`src/rtl/instr_fetch_pkg.sv`:
```
// Shared definitions for the instruction-fetch stage: opcode constants seen
// by the main control decoder, the NOP word, the fetch FSM state type and
// the opcode field position inside an instruction word.
package instr_fetch_pkg;

  localparam logic [31:0] NOP_WORD = '0;

  // Opcodes that reach decode; fetch passes them through untouched.
  localparam logic [5:0] OP_RTYPE = 6'd0;
  localparam logic [5:0] OP_39    = 6'd39;
  localparam logic [5:0] OP_40    = 6'd40;
  localparam logic [5:0] OP_41    = 6'd41;
  localparam logic [5:0] OP_42    = 6'd42;
  localparam logic [5:0] OP_54    = 6'd54;

  // Opcode field slice within the instruction word.
  localparam int unsigned OP_MSB = 31;
  localparam int unsigned OP_LSB = 26;

  typedef enum logic {
    REQ,
    FULL
  } fetchState_t;

  // Force an address onto a word boundary.
  function automatic logic [31:0] alignWord(input logic [31:0] addr);
    return addr & ~32'h0000_0003;
  endfunction

endpackage

```
`src/rtl/instr_fetch_if.sv`:
```
// Instruction-memory bus between the fetch stage and instruction memory.
//   imem_req   : fetch request, level, from fetch
//   imem_addr  : word-aligned fetch address, from fetch
//   imem_ack   : one-cycle acknowledge, from memory
//   imem_rdata : instruction word, valid with imem_ack, from memory
interface instr_fetch_if;
  logic        imem_req;
  logic [31:0] imem_addr;
  logic        imem_ack;
  logic [31:0] imem_rdata;

  modport master (output imem_req, imem_addr, input imem_ack, imem_rdata);
  modport slave  (input imem_req, imem_addr, output imem_ack, imem_rdata);
endinterface

```
`src/rtl/instr_fetch_skid.sv`:
```
// One-entry skid buffer holding a fetched {instr, pc4} pair while decode is
// stalled.
//   clk, rst_n  : clock, synchronous active-low reset
//   load        : capture instrIn/pc4In, mark full
//   unload      : entry consumed, mark empty
//   flush       : drop the entry (redirect)
//   instrOut/pc4Out/full : buffered entry and occupancy
module fetch_skid (
  input  logic        clk,
  input  logic        rst_n,
  input  logic        load,
  input  logic        unload,
  input  logic        flush,
  input  logic [31:0] instrIn,
  input  logic [31:0] pc4In,
  output logic [31:0] instrOut,
  output logic [31:0] pc4Out,
  output logic        full
);

  always_ff @(posedge clk) begin
    if (!rst_n || flush) begin
      full     <= 1'b0;
      instrOut <= '0;
      pc4Out   <= '0;
    end else if (load) begin
      full     <= 1'b1;
      instrOut <= instrIn;
      pc4Out   <= pc4In;
    end else if (unload) begin
      full <= 1'b0;
    end
  end

endmodule

```
`src/rtl/instr_fetch.sv`:
```
// Instruction-fetch stage with IF/ID pipeline register.
// Issues word reads over a req/ack bus, advances the PC, and presents the
// fetched instruction, its opcode and PC+4 to decode. A one-entry skid
// buffer absorbs a word that arrives while decode is stalled; redirect
// squashes IF/ID and the skid entry and refetches from the target.
//   clk, rst_n  : clock, synchronous active-low reset
//   imem        : instruction-memory bus (master side)
//   stall       : decode cannot accept; hold a valid IF/ID entry
//   redirect    : taken branch/jump, redirect_pc is the target
//   Instr/Op/PC4/valid : IF/ID register contents
module instr_fetch
  import instr_fetch_pkg::*;
#(
  parameter logic [31:0] RESET_PC = 32'h0000_0000
) (
  input  logic                clk,
  input  logic                rst_n,
  instr_fetch_if.master       imem,
  input  logic                stall,
  input  logic                redirect,
  input  logic [31:0]         redirect_pc,
  output logic [31:0]         Instr,
  output logic [5:0]          Op,
  output logic [31:0]         PC4,
  output logic                valid
);

  fetchState_t state;
  logic [31:0] pc;
  logic [31:0] pcNext;
  logic [31:0] skidInstr;
  logic [31:0] skidPc4;
  logic        skidFull;
  logic        skidLoad;
  logic        skidUnload;

  assign pcNext         = pc + 32'd4;
  assign imem.imem_req  = rst_n && (state == REQ);
  assign imem.imem_addr = pc;
  assign Op             = Instr[OP_MSB:OP_LSB];

  // A word arriving while decode holds a valid entry goes to the skid.
  assign skidLoad   = !redirect && (state == REQ) && imem.imem_ack && valid && stall;
  assign skidUnload = !redirect && (state == FULL) && !stall;

  fetch_skid uSkid (
    .clk      (clk),
    .rst_n    (rst_n),
    .load     (skidLoad),
    .unload   (skidUnload),
    .flush    (redirect),
    .instrIn  (imem.imem_rdata),
    .pc4In    (pcNext),
    .instrOut (skidInstr),
    .pc4Out   (skidPc4),
    .full     (skidFull)
  );

  always_ff @(posedge clk) begin
    if (!rst_n) begin
      state <= REQ;
      pc    <= RESET_PC;
      valid <= 1'b0;
      Instr <= NOP_WORD;
      PC4   <= '0;
    end else if (redirect) begin
      // Any same-cycle ack data is dropped by not writing IF/ID here.
      state <= REQ;
      pc    <= alignWord(redirect_pc);
      valid <= 1'b0;
      Instr <= NOP_WORD;
    end else begin
      case (state)
        REQ: begin
          if (imem.imem_ack) begin
            pc <= pcNext;
            if (!valid || !stall) begin
              Instr <= imem.imem_rdata;
              PC4   <= pcNext;
              valid <= 1'b1;
            end else begin
              state <= FULL;
            end
          end else if (!stall) begin
            valid <= 1'b0;
            Instr <= NOP_WORD;
          end
        end
        FULL: begin
          if (!stall && skidFull) begin
            Instr <= skidInstr;
            PC4   <= skidPc4;
            valid <= 1'b1;
            state <= REQ;
          end
        end
        default: state <= REQ;
      endcase
    end
  end

endmodule
```
`src/flat_wrapper.sv`:
```
// flat-port wrapper written by rule: the top's interface ports become plain ports
module instr_fetch_flat import instr_fetch_pkg::*;
#(
  parameter logic [31:0] RESET_PC = 32'h0000_0000
)
  (clk, rst_n, stall, redirect, redirect_pc, Instr, Op, PC4, valid, imem_imem_req, imem_imem_addr, imem_imem_ack, imem_imem_rdata);
  instr_fetch_if imem_i ();
  input  logic clk;
  input  logic rst_n;
  input  logic stall;
  input  logic redirect;
  input  logic [31:0] redirect_pc;
  output logic [31:0] Instr;
  output logic [5:0] Op;
  output logic [31:0] PC4;
  output logic valid;
  output wire logic [$bits(imem_i.imem_req)-1:0] imem_imem_req;
  output wire logic [$bits(imem_i.imem_addr)-1:0] imem_imem_addr;
  input wire logic [$bits(imem_i.imem_ack)-1:0] imem_imem_ack;
  input wire logic [$bits(imem_i.imem_rdata)-1:0] imem_imem_rdata;
  assign imem_imem_req = imem_i.imem_req;
  assign imem_imem_addr = imem_i.imem_addr;
  assign imem_i.imem_ack = imem_imem_ack;
  assign imem_i.imem_rdata = imem_imem_rdata;
  instr_fetch #(.RESET_PC(RESET_PC)) u_core (.clk(clk), .rst_n(rst_n), .imem(imem_i), .stall(stall), .redirect(redirect), .redirect_pc(redirect_pc), .Instr(Instr), .Op(Op), .PC4(PC4), .valid(valid));
endmodule
```
`config.mk`:
```
export PLATFORM = sky130hd
export DESIGN_NAME = instr_fetch_flat
export DESIGN_NICKNAME = d
export VERILOG_FILES = /design/src/rtl/instr_fetch_pkg.sv /design/src/rtl/instr_fetch_if.sv /design/src/rtl/instr_fetch_skid.sv /design/src/rtl/instr_fetch.sv /design/src/flat_wrapper.sv
export SDC_FILE = /design/constraint.sdc
export NUM_CORES = 1
export LEC_CHECK = 0
export CAP_MARGIN = 25
export CORE_ASPECT_RATIO = 1.2
export CORE_MARGIN = 2
export CORE_UTILIZATION = 49
export CTS_CLUSTER_DIAMETER = 150
export DETAILED_ROUTE_END_ITERATION = 12
export PLACE_DENSITY = 0.79
export SLEW_MARGIN = 20
export SYNTH_ARGS = -nofsm -noshare
export SYNTH_HDL_FRONTEND = slang
export SYNTH_SLANG_ARGS = --single-unit
```
`constraint.sdc`:
```
create_clock -name clk -period 2.4 [get_ports clk]
set_input_delay 0.48 -clock clk [delete_from_list [all_inputs] [get_ports clk]]
set_output_delay 0.48 -clock clk [all_outputs]
set_load 0.05 [all_outputs]
```
[After elaboration in Yosys (flattened, before gate mapping)]
Cells that the tools add are included.
Operators by class
  shift-type cells: 0
  reductions and logical operators: 21
  magnitude comparators: 0
  divide/modulo/power cells: 0
  equality and inequality tests: 6
  bitwise operators: 3
  muxes and demuxes: 23
  $mul: 0
  $add $sub $neg: 1
Operators with widths (number)
  32-bit 2-to-1 mux: 10
  32-bit case mux with 2 select lines: 2
  32-bit by 3-bit adder with 32-bit output (second input constant): 1
  1-bit 2-to-1 mux: 9
  1-bit logical AND: 8
  2-bit != test (second input constant): 4
  3-bit != test (second input constant): 2
  1-bit zero test: 4
  1-bit case mux with 2 select lines: 2
  2-bit AND reduction: 2
  4-bit AND reduction: 1
  2-bit nonzero test: 2
  1-bit NOT: 3
  3-bit AND reduction: 1
  1-bit logical OR: 2
  2-bit OR reduction: 1
Word-level totals
  latch bits: 0
  bits in read-only memories: 0
  register bits: 163
  input bits: 69
  bits in writable memories: 0
  word-level logic and storage cells: 63
  memories: 0

[Longest topological paths before layout]
Gate-level depths: netlist of the first run.
  depth after elaboration: 6
  depth in mapped cells: 8
  mapped depth without buffers: 6

[Modules after synthesis]
Synthesis of the first run repeated with hierarchy kept, for this count alone.
Unflattened totals
  cell total of the unflattened synthesis: 833
  area total of the unflattened synthesis: 7373.3 µm²
Modules (own cells, without submodules)
  instr_fetch: instances 1, sequential area each 1921.8 µm², cells an instance 622, area an instance 5016.1 µm²
  fetch_skid: instances 1, sequential area each 1301.2 µm², cells an instance 211, area an instance 2357.3 µm²

[Worst setup path before layout of the first run]
OpenSTA, ideal clock, no wires.
  path type: register to register
  start: register u_core.pc[2] (netlist: u_core.imem.imem_addr[2])
  end: register u_core.PC4[24]
  clock period less this slack: 2.587 ns
  slack: -0.187 ns
  stages on the path, launching flop included: 8
  setup time: 0.074 ns
  arrival: 2.512 ns
  cells stage by stage: dfxtp_1 ha_1 nand3_4 or2_1 buf_6 or4_4 a211o_1 a31oi_1
On the way
  word-level cells in the longest chain between the ends: 4
RTL lines
  start: declaration: line instr_fetch.sv:29  | logic [31:0] pc;
  start signal: assignment: line instr_fetch.sv:69  | pc <= alignWord(redirect_pc);
  start signal: assignment: line instr_fetch.sv:76  | pc <= pcNext;
  32-bit by 3-bit adder with 32-bit output: line instr_fetch.sv:37  | assign pcNext = pc + 32'd4;
  32-bit 2-to-1 mux: line instr_fetch.sv:77  | if (!valid || !stall) begin
  32-bit 2-to-1 mux: line instr_fetch.sv:75  | if (imem.imem_ack) begin
  32-bit case mux with 2 select lines: line instr_fetch.sv:73  | case (state)
  end signal: assignment: line instr_fetch.sv:79  | PC4 <= pcNext;
  end signal: assignment: line instr_fetch.sv:92  | PC4 <= skidPc4;
  end: declaration: line instr_fetch.sv:24  | output logic [31:0] PC4,
Every way passes these cells. The select of a mux whose other input is x is not followed.
A chain may end at the register's enable or synchronous reset.

[Final worst setup path of the first run]
  start: register u_core.pc[6] (netlist: u_core.imem.imem_addr[6])
  end: output imem_imem_addr[6]
RTL lines
  end: declaration: line flat_wrapper.sv:18  | output wire logic [$bits(imem_i.imem_addr)-1:0] imem_imem_addr;
No word-level cell between the ends.

==> metrics.csv, run 1 <==
stage;metric;value;unit
global_route;GRT Resource Usage Total;0.255;
critical_path;crit path buf inv count;1;
clock_network;Root Buffer;clkbuf_16;
routing;Starting DRT DRC Count;582;
global_route;first-pass GRT wire length;31100;um
layout;Final #Nets;1099;
global_route;Overflow after GRT;0;
logic_synthesis;xor-xnor portion of the synthesized cell area;0.0568;
routing;drt wl/cell;16.2;um
critical_path;critical path's top delay family;buffers and inverters;
critical_path;R2R setup slack;0.26;ns
timing;hold slack;0.445;ns
layout;layout cells sized above 1;0.0961;
floorplanning;starting density of the core;0.496;
timing;Tcrit/Tclk final;0.946;
logic_synthesis;Netlist cell types;55;
clock_network;worst skew pair latency;0.42;ns
clock_network;post-CTS setup buffers;0;
critical_path;CP startpoint kind;register;
logic_synthesis;Synth Instances;874;
hold_path;Hold Path End;u_core.uSkid.pc4Out[24];
logic_synthesis;Adder-Cell Fraction of Synth Area;0.00177;
logic_synthesis;ys flop type;dfxtp_1;
clock_network;clock sink count;157;
power;VDD IR-drop max;396;uV
hold_path;min-delay src;u_core.uSkid.pc4Out[24];
timing;Worst-Margin Slew;0.586;ns
timing;post-layout min period;2.27;ns
routing;vias;6858;
critical_path;Critical Path RT;1.92;ns
critical_path;critical path arrival;1.79;ns
timing;Setup Skew;0.00679;ns
floorplanning;num ports;173;
logic_synthesis;combinational family with the most area after synthesis;simple AND/OR/NAND/NOR gates;
routing;drt drc;0;
critical_path;Worst R2R End;u_core.PC4[24];
floorplanning;Core Rows;48;
run_status;status;finished clean;
global_route;vias in the first global route;6228;
layout;most common cell after layout, fill and taps aside;clkdlybuf4s50_1;
clock_network;CTS tree;yes;
layout;commonest cells after routing, fill and taps aside;clkdlybuf4s50_1, dfxtp_1, nand2_1, a21oi_1, nor2_1;
power;total power divided by cell area;656;mW/mm2
logic_synthesis;Synth Area in Compound Gates;0.214;
logic_synthesis;post-synthesis mux area share;0.00847;
routing;drt pass-1 iters;5;
clock_network;Worst-path clk slew;0.06;ns
hold_path;class of the worst hold path;reg -> reg;
routing;Detailed Route WL;19700;um
logic_synthesis;number of synthesized flops with an enable pin;0;
place;IO buf count;166;
job;max-cap check violation count;0;
layout;final non-filler cell total;1216;
logic_synthesis;post-synthesis simple-gate area fraction;0.218;
timing;RSZ-0062 raised after global routing;no;
floorplanning;core box area;0.0143;mm2
clock_network;number of H-tree levels;4;
routing;DR vias/cell;5.64;
power;Design Power;6.33;mW
floorplanning;Die Ht;136;um
critical_path;Worst R2R Path Depth;6;
timing;max-slew violations;0;
critical_path;WS Path Type;reg -> out;
floorplanning;die area;0.0154;mm2
hold_path;Hold Crit Depth;2;
place;DPL Wire Length;13600;um
logic_synthesis;post-synthesis async set-or-reset flop share;0;
layout;antenna diode count;0;
place;Placer Congestion;0.865;
timing;final setup fails;0;
critical_path;crit-path max FO;8;
critical_path;Worst setup EP type;primary output;
critical_path;crit path cell chain;clkdlybuf4s50_1;
critical_path;worst r2r src;u_core.imem.imem_addr[2];
timing;Fin. Hold Viols;0;
timing;Fmax;440;MHz
layout;P&R area growth vs syn;36.1;%
power;leakage;3.41;nW
clock_network;post-CTS sizing;0;
logic_synthesis;Ys Warns;0;
logic_synthesis;Syn Area/Cell;8.11;um2
logic_synthesis;mapped cell area;0.00709;mm2
critical_path;Slowest cell on crit path;clkdlybuf4s50_1;
place;Cells after DPL;1185;
logic_synthesis;register area share after synthesis;0.443;
clock_network;CTS buffer count;17;
global_route;initial antenna violation count;0;
timing;Slew headroom;0.608;
clock_network;clock buffer depth;2;
global_route;largest net degree at the start of global routing;79;
floorplanning;die outline width;114;um
clock_network;hold buffers post-CTS;0;
logic_synthesis;Synth Register Bits;157;
critical_path;max incr delay on CP;0.88;ns
routing;DRT antenna net count;0;
==> state kept, by name (all words and copies together), names as in the netlist <==
register and flops:
u_core.state 1, u_core.imem.imem_addr 30, u_core.uSkid.pc4Out 30, u_core.valid 1, u_core.PC4 30, u_core.Instr 32, u_core.uSkid.instrOut 32, u_core.uSkid.full 1
==> worst register-to-register path, delay by kind of cell, from the launching register on <==
family / cells / cell delay [ns]
adder cells (fa/ha/maj): 1 / 0.29
AO/OA/AOI/OAI: 2 / 0.44
flip-flops: 1 / 0.42
AND/OR/NAND/NOR: 3 / 0.93
==> synthesized netlist by cell type (all sizes together) (2+ instances only) <==
master	count	area, um2
dfxtp	157	3140
a32o	4	40.0
or3	4	30.0
clkbuf	59	221
xnor2	29	254
nand2b	2	12.5
a21boi	2	15.0
and2	7	45.1
and3	35	219
a211o	3	26.3
a31oi	3	18.8
or2	3	18.8
a21oi	101	505
a211oi	47	353
or4	2	18.8
nor3	14	70.1
a311oi	3	26.3
o21ai	57	285
nand2	126	473
o21a	2	15.0
inv	8	30.0
and4	14	123
a31o	3	26.3
buf	25	149
nor2	71	267
nor4	7	58.8
o221ai	2	17.5
mux2i	6	60.1
o22ai	15	93.8
o221a	2	22.5
xor2	17	149
nand4	13	103
o31ai	2	15.0
nand3	18	103
o211ai	4	30.0
==> kinds of logic (layout without fill, tap and decap cells) <==
logic type,count (synthesis),after routing
adder cells (fa/ha/maj),1,1
other,1,4
flip-flops,157,157
buffers and inverters,93,257
AND/OR/NAND/NOR,317,317
AO/OA/AOI/OAI,253,253
multiplexers,6,6
XOR/XNOR,46,46
==> per-layer routing <==
metal	track usage	vias up	share of wire	wire length [um]
li1	-	3388	-	-
met1	0.312	3169	0.42	8250
met2	0.438	262	0.50	9790
met3	0.0559	39	0.064	1260
met4	0.0982	0	0.022	425
met5	0	-	0	0
==> area by class of cell <==
type,count,area [um2]
Tap cell,175,219
Clock buffer,22,454
Fill cell,1167,4650
Inverter,9,33.8
Clock inverter,9,88.8
Sequential cell,157,3150
Timing Repair Buffer,217,2130
Multi-Input combinational cell,627,3570
==> metrics by stage <==
step                      setup slack, ns   TNS, ns  instance area (um2)   util
after detailed placement         -0.00870  -0.00870                 9100  0.637
after global placement             0.0868         0                 9100  0.637
after CTS                           0.109         0                 9650  0.675
final                               0.130         0                 9650  0.675
after floorplan                   0.00707         0                 7100      -
after global routing               0.0708         0                 9650  0.675
==> worst max-delay path by stage <==
stage	slack (ns)	depth (start not counted)	to	startpoint
6_report	0.13	1	imem_imem_addr[6]	u_core.imem.imem_addr[6]
5_1_grt	0.07	1	imem_imem_addr[8]	u_core.imem.imem_addr[8]
4_1_cts	0.11	1	imem_imem_addr[6]	u_core.imem.imem_addr[6]
3_5_place_dp	-0.009	6	u_core.PC4[28]	stall
3_3_place_gp	0.09	6	u_core.PC4[17]	stall
2_1_floorplan	0.007	7	u_core.PC4[24]	u_core.imem.imem_addr[6]
==> report_power, final <==
part | leakage, nW | internal [mW] | switching, mW
clock | 0.257 | 1.45 | 1.05
combinational | 1.88 | 0.412 | 0.653
sequential | 1.28 | 2.69 | 0.0804
total | 3.41 | 4.55 | 1.78
No activity file was read; power rests on OpenSTA's default activity.
==> inputs of run 2 (changes only) <==
--- a/config.mk
+++ b/config.mk
@@ -7,7 +7,7 @@
 export LEC_CHECK = 0
 export CAP_MARGIN = 25
 export CORE_ASPECT_RATIO = 1.2
-export CORE_MARGIN = 2
+export CORE_MARGIN = 1.5
 export CORE_UTILIZATION = 49
 export CTS_CLUSTER_DIAMETER = 150
 export DETAILED_ROUTE_END_ITERATION = 12
==> metrics.csv, run 2 (synthesized netlist as in run 1, its figures left out) <==
stage;metric;value;unit;change
routing;DRT antenna net count;0;;unchanged
clock_network;clock buffer depth;2;;unchanged
critical_path;max incr delay on CP;0.80;ns;-0.08 ns
timing;Tcrit/Tclk final;0.950;;+0.00428
floorplanning;die outline width;113;um;-0.88%
timing;post-layout min period;2.28;ns;+0.0103 ns
clock_network;Root Buffer;clkbuf_16;;
layout;most common cell after layout, fill and taps aside;clkdlybuf4s50_1;;
timing;Setup Skew;0.00544;ns;-0.00135 ns
timing;Fin. Hold Viols;0;;unchanged
clock_network;number of H-tree levels;4;;unchanged
clock_network;hold buffers post-CTS;0;;unchanged
clock_network;Worst-path clk slew;0.06;ns;about the same
layout;final non-filler cell total;1205;;-0.90%
layout;# fillers;1178;;+0.94%
place;Placer Congestion;0.833;;-3.7%
global_route;initial antenna violation count;0;;unchanged
critical_path;critical path arrival;1.80;ns;about the same
critical_path;Worst setup EP type;primary output;;
layout;P&R area growth vs syn;36.1;%;about the same
critical_path;CP startpoint kind;register;;
hold_path;class of the worst hold path;reg -> reg;;
layout;antenna diode count;0;;unchanged
global_route;first-pass GRT wire length;31100;um;-0.11%
layout;Final #Nets;1092;;-0.64%
clock_network;clock sink count;157;;unchanged
floorplanning;core box area;0.0139;mm2;-2.5%
timing;Fmax;438;MHz;-0.45%
timing;RSZ-0062 raised after global routing;no;;
power;Design Power;6.48;mW;+2.3%
clock_network;CTS buffer count;17;;unchanged
timing;max-slew violations;0;;unchanged
layout;layout cells sized above 1;0.0928;;-0.00322
global_route;Overflow after GRT;0;;unchanged
routing;DR vias/cell;5.61;;-0.54%
layout;fin util;0.692;;+0.0171
job;max-cap check violation count;0;;unchanged
floorplanning;starting density of the core;0.509;;+0.0127
place;IO buf count;166;;unchanged
critical_path;Critical Path RT;1.92;ns;about the same
power;VDD IR-drop max;487;uV;+23%
layout;commonest cells after routing, fill and taps aside;clkdlybuf4s50_1, dfxtp_1, nand2_1, a21oi_1, nor2_1;;
floorplanning;die area;0.0152;mm2;-1.6%
clock_network;CTS tree;yes;;
clock_network;post-CTS sizing;0;;unchanged
global_route;GRT Resource Usage Total;0.258;;+0.00236
floorplanning;Core Rows;47;;-2.1%
critical_path;crit path cell chain;buf_4, clkdlybuf4s50_1;;
timing;final setup fails;0;;unchanged
clock_network;post-CTS setup buffers;0;;unchanged
routing;Starting DRT DRC Count;685;;+18%
layout;biggest regs;u_core.Instr (32), u_core.uSkid.instrOut (32);;
timing;Fin Setup TNS;0;ns;unchanged
critical_path;Slowest cell on crit path;clkdlybuf4s50_1;;
power;leakage;3.41;nW;-0.16%
power;total power divided by cell area;672;mW/mm2;+2.4%
place;Cells after DPL;1174;;-0.93%
routing;drt pass-1 iters;5;;unchanged
timing;Slew headroom;0.635;;+0.0265
run_status;status;finished clean;;
global_route;vias in the first global route;6124;;-1.7%
routing;drt wl/cell;16.2;um;+0.10%
critical_path;crit-path max FO;6;;-2
timing;Worst-Margin Slew;0.544;ns;-0.0421 ns
routing;drt drc;0;;unchanged
routing;Detailed Route WL;19600;um;-0.80%
routing;vias;6759;;-1.4%
place;DPL Wire Length;13000;um;-4.2%
clock_network;worst skew pair latency;0.42;ns;about the same
global_route;largest net degree at the start of global routing;79;;unchanged
critical_path;WS Path Type;reg -> out;;
floorplanning;num ports;173;;unchanged
floorplanning;Die Ht;135;um;-0.74%
run 2: report_power, final:
group	leakage (nW)	internal (mW)	switching [mW]
Combinational	1.85	0.405	0.645
Sequential	1.28	2.69	0.0843
Clock	0.281	1.60	1.05
Total	3.41	4.70	1.78
run 2: final timing paths:
kind | from | endpoint | slack [ns] | depth (start not counted)
max reg2reg | u_core.imem.imem_addr[2] | u_core.uSkid.pc4Out[30] | 0.20 | 7
min | u_core.uSkid.pc4Out[21] | u_core.uSkid.pc4Out[21] | 0.45 | 2
max | u_core.imem.imem_addr[6] | imem_imem_addr[6] | 0.12 | 2
min reg2reg | u_core.uSkid.pc4Out[21] | u_core.uSkid.pc4Out[21] | 0.45 | 2
run 2: per-stage QoR:
stage	setup slack (ns)	instance area, um2	hold slack [ns]
after detailed placement	-0.0106	9060	0.435
after global routing	0.0403	9640	0.472
after global placement	0.0516	9060	0.427
after floorplan	0.00707	7100	0.417
final	0.119	9640	0.447
after CTS	0.0895	9640	0.450
run 2: area by class of cell:
type	count	area, um2	share of cell area
sequential	157	3150	0.326
clock inverter	10	115	0.0119
clock buffer	21	470	0.0488
inverter	9	33.8	0.00350
timing repair buffer	210	2090	0.217
tap	171	214	0.0222
multi-input combinational	627	3570	0.371
run 2: critical path: cells and delay by family (launching register included):
kind,cells,cell delay [ns]
buffers and inverters,2,0.97
DFF,1,0.40
run 2: metal layers:
metal,vias up,share of wire,GRT usage,wire (um)
met4,0,0.016,0.0809,320
met2,258,0.49,0.441,9600
li1,3373,-,-,-
met1,3098,0.43,0.327,8400
met5,-,0,0,0
met3,30,0.064,0.0512,1250
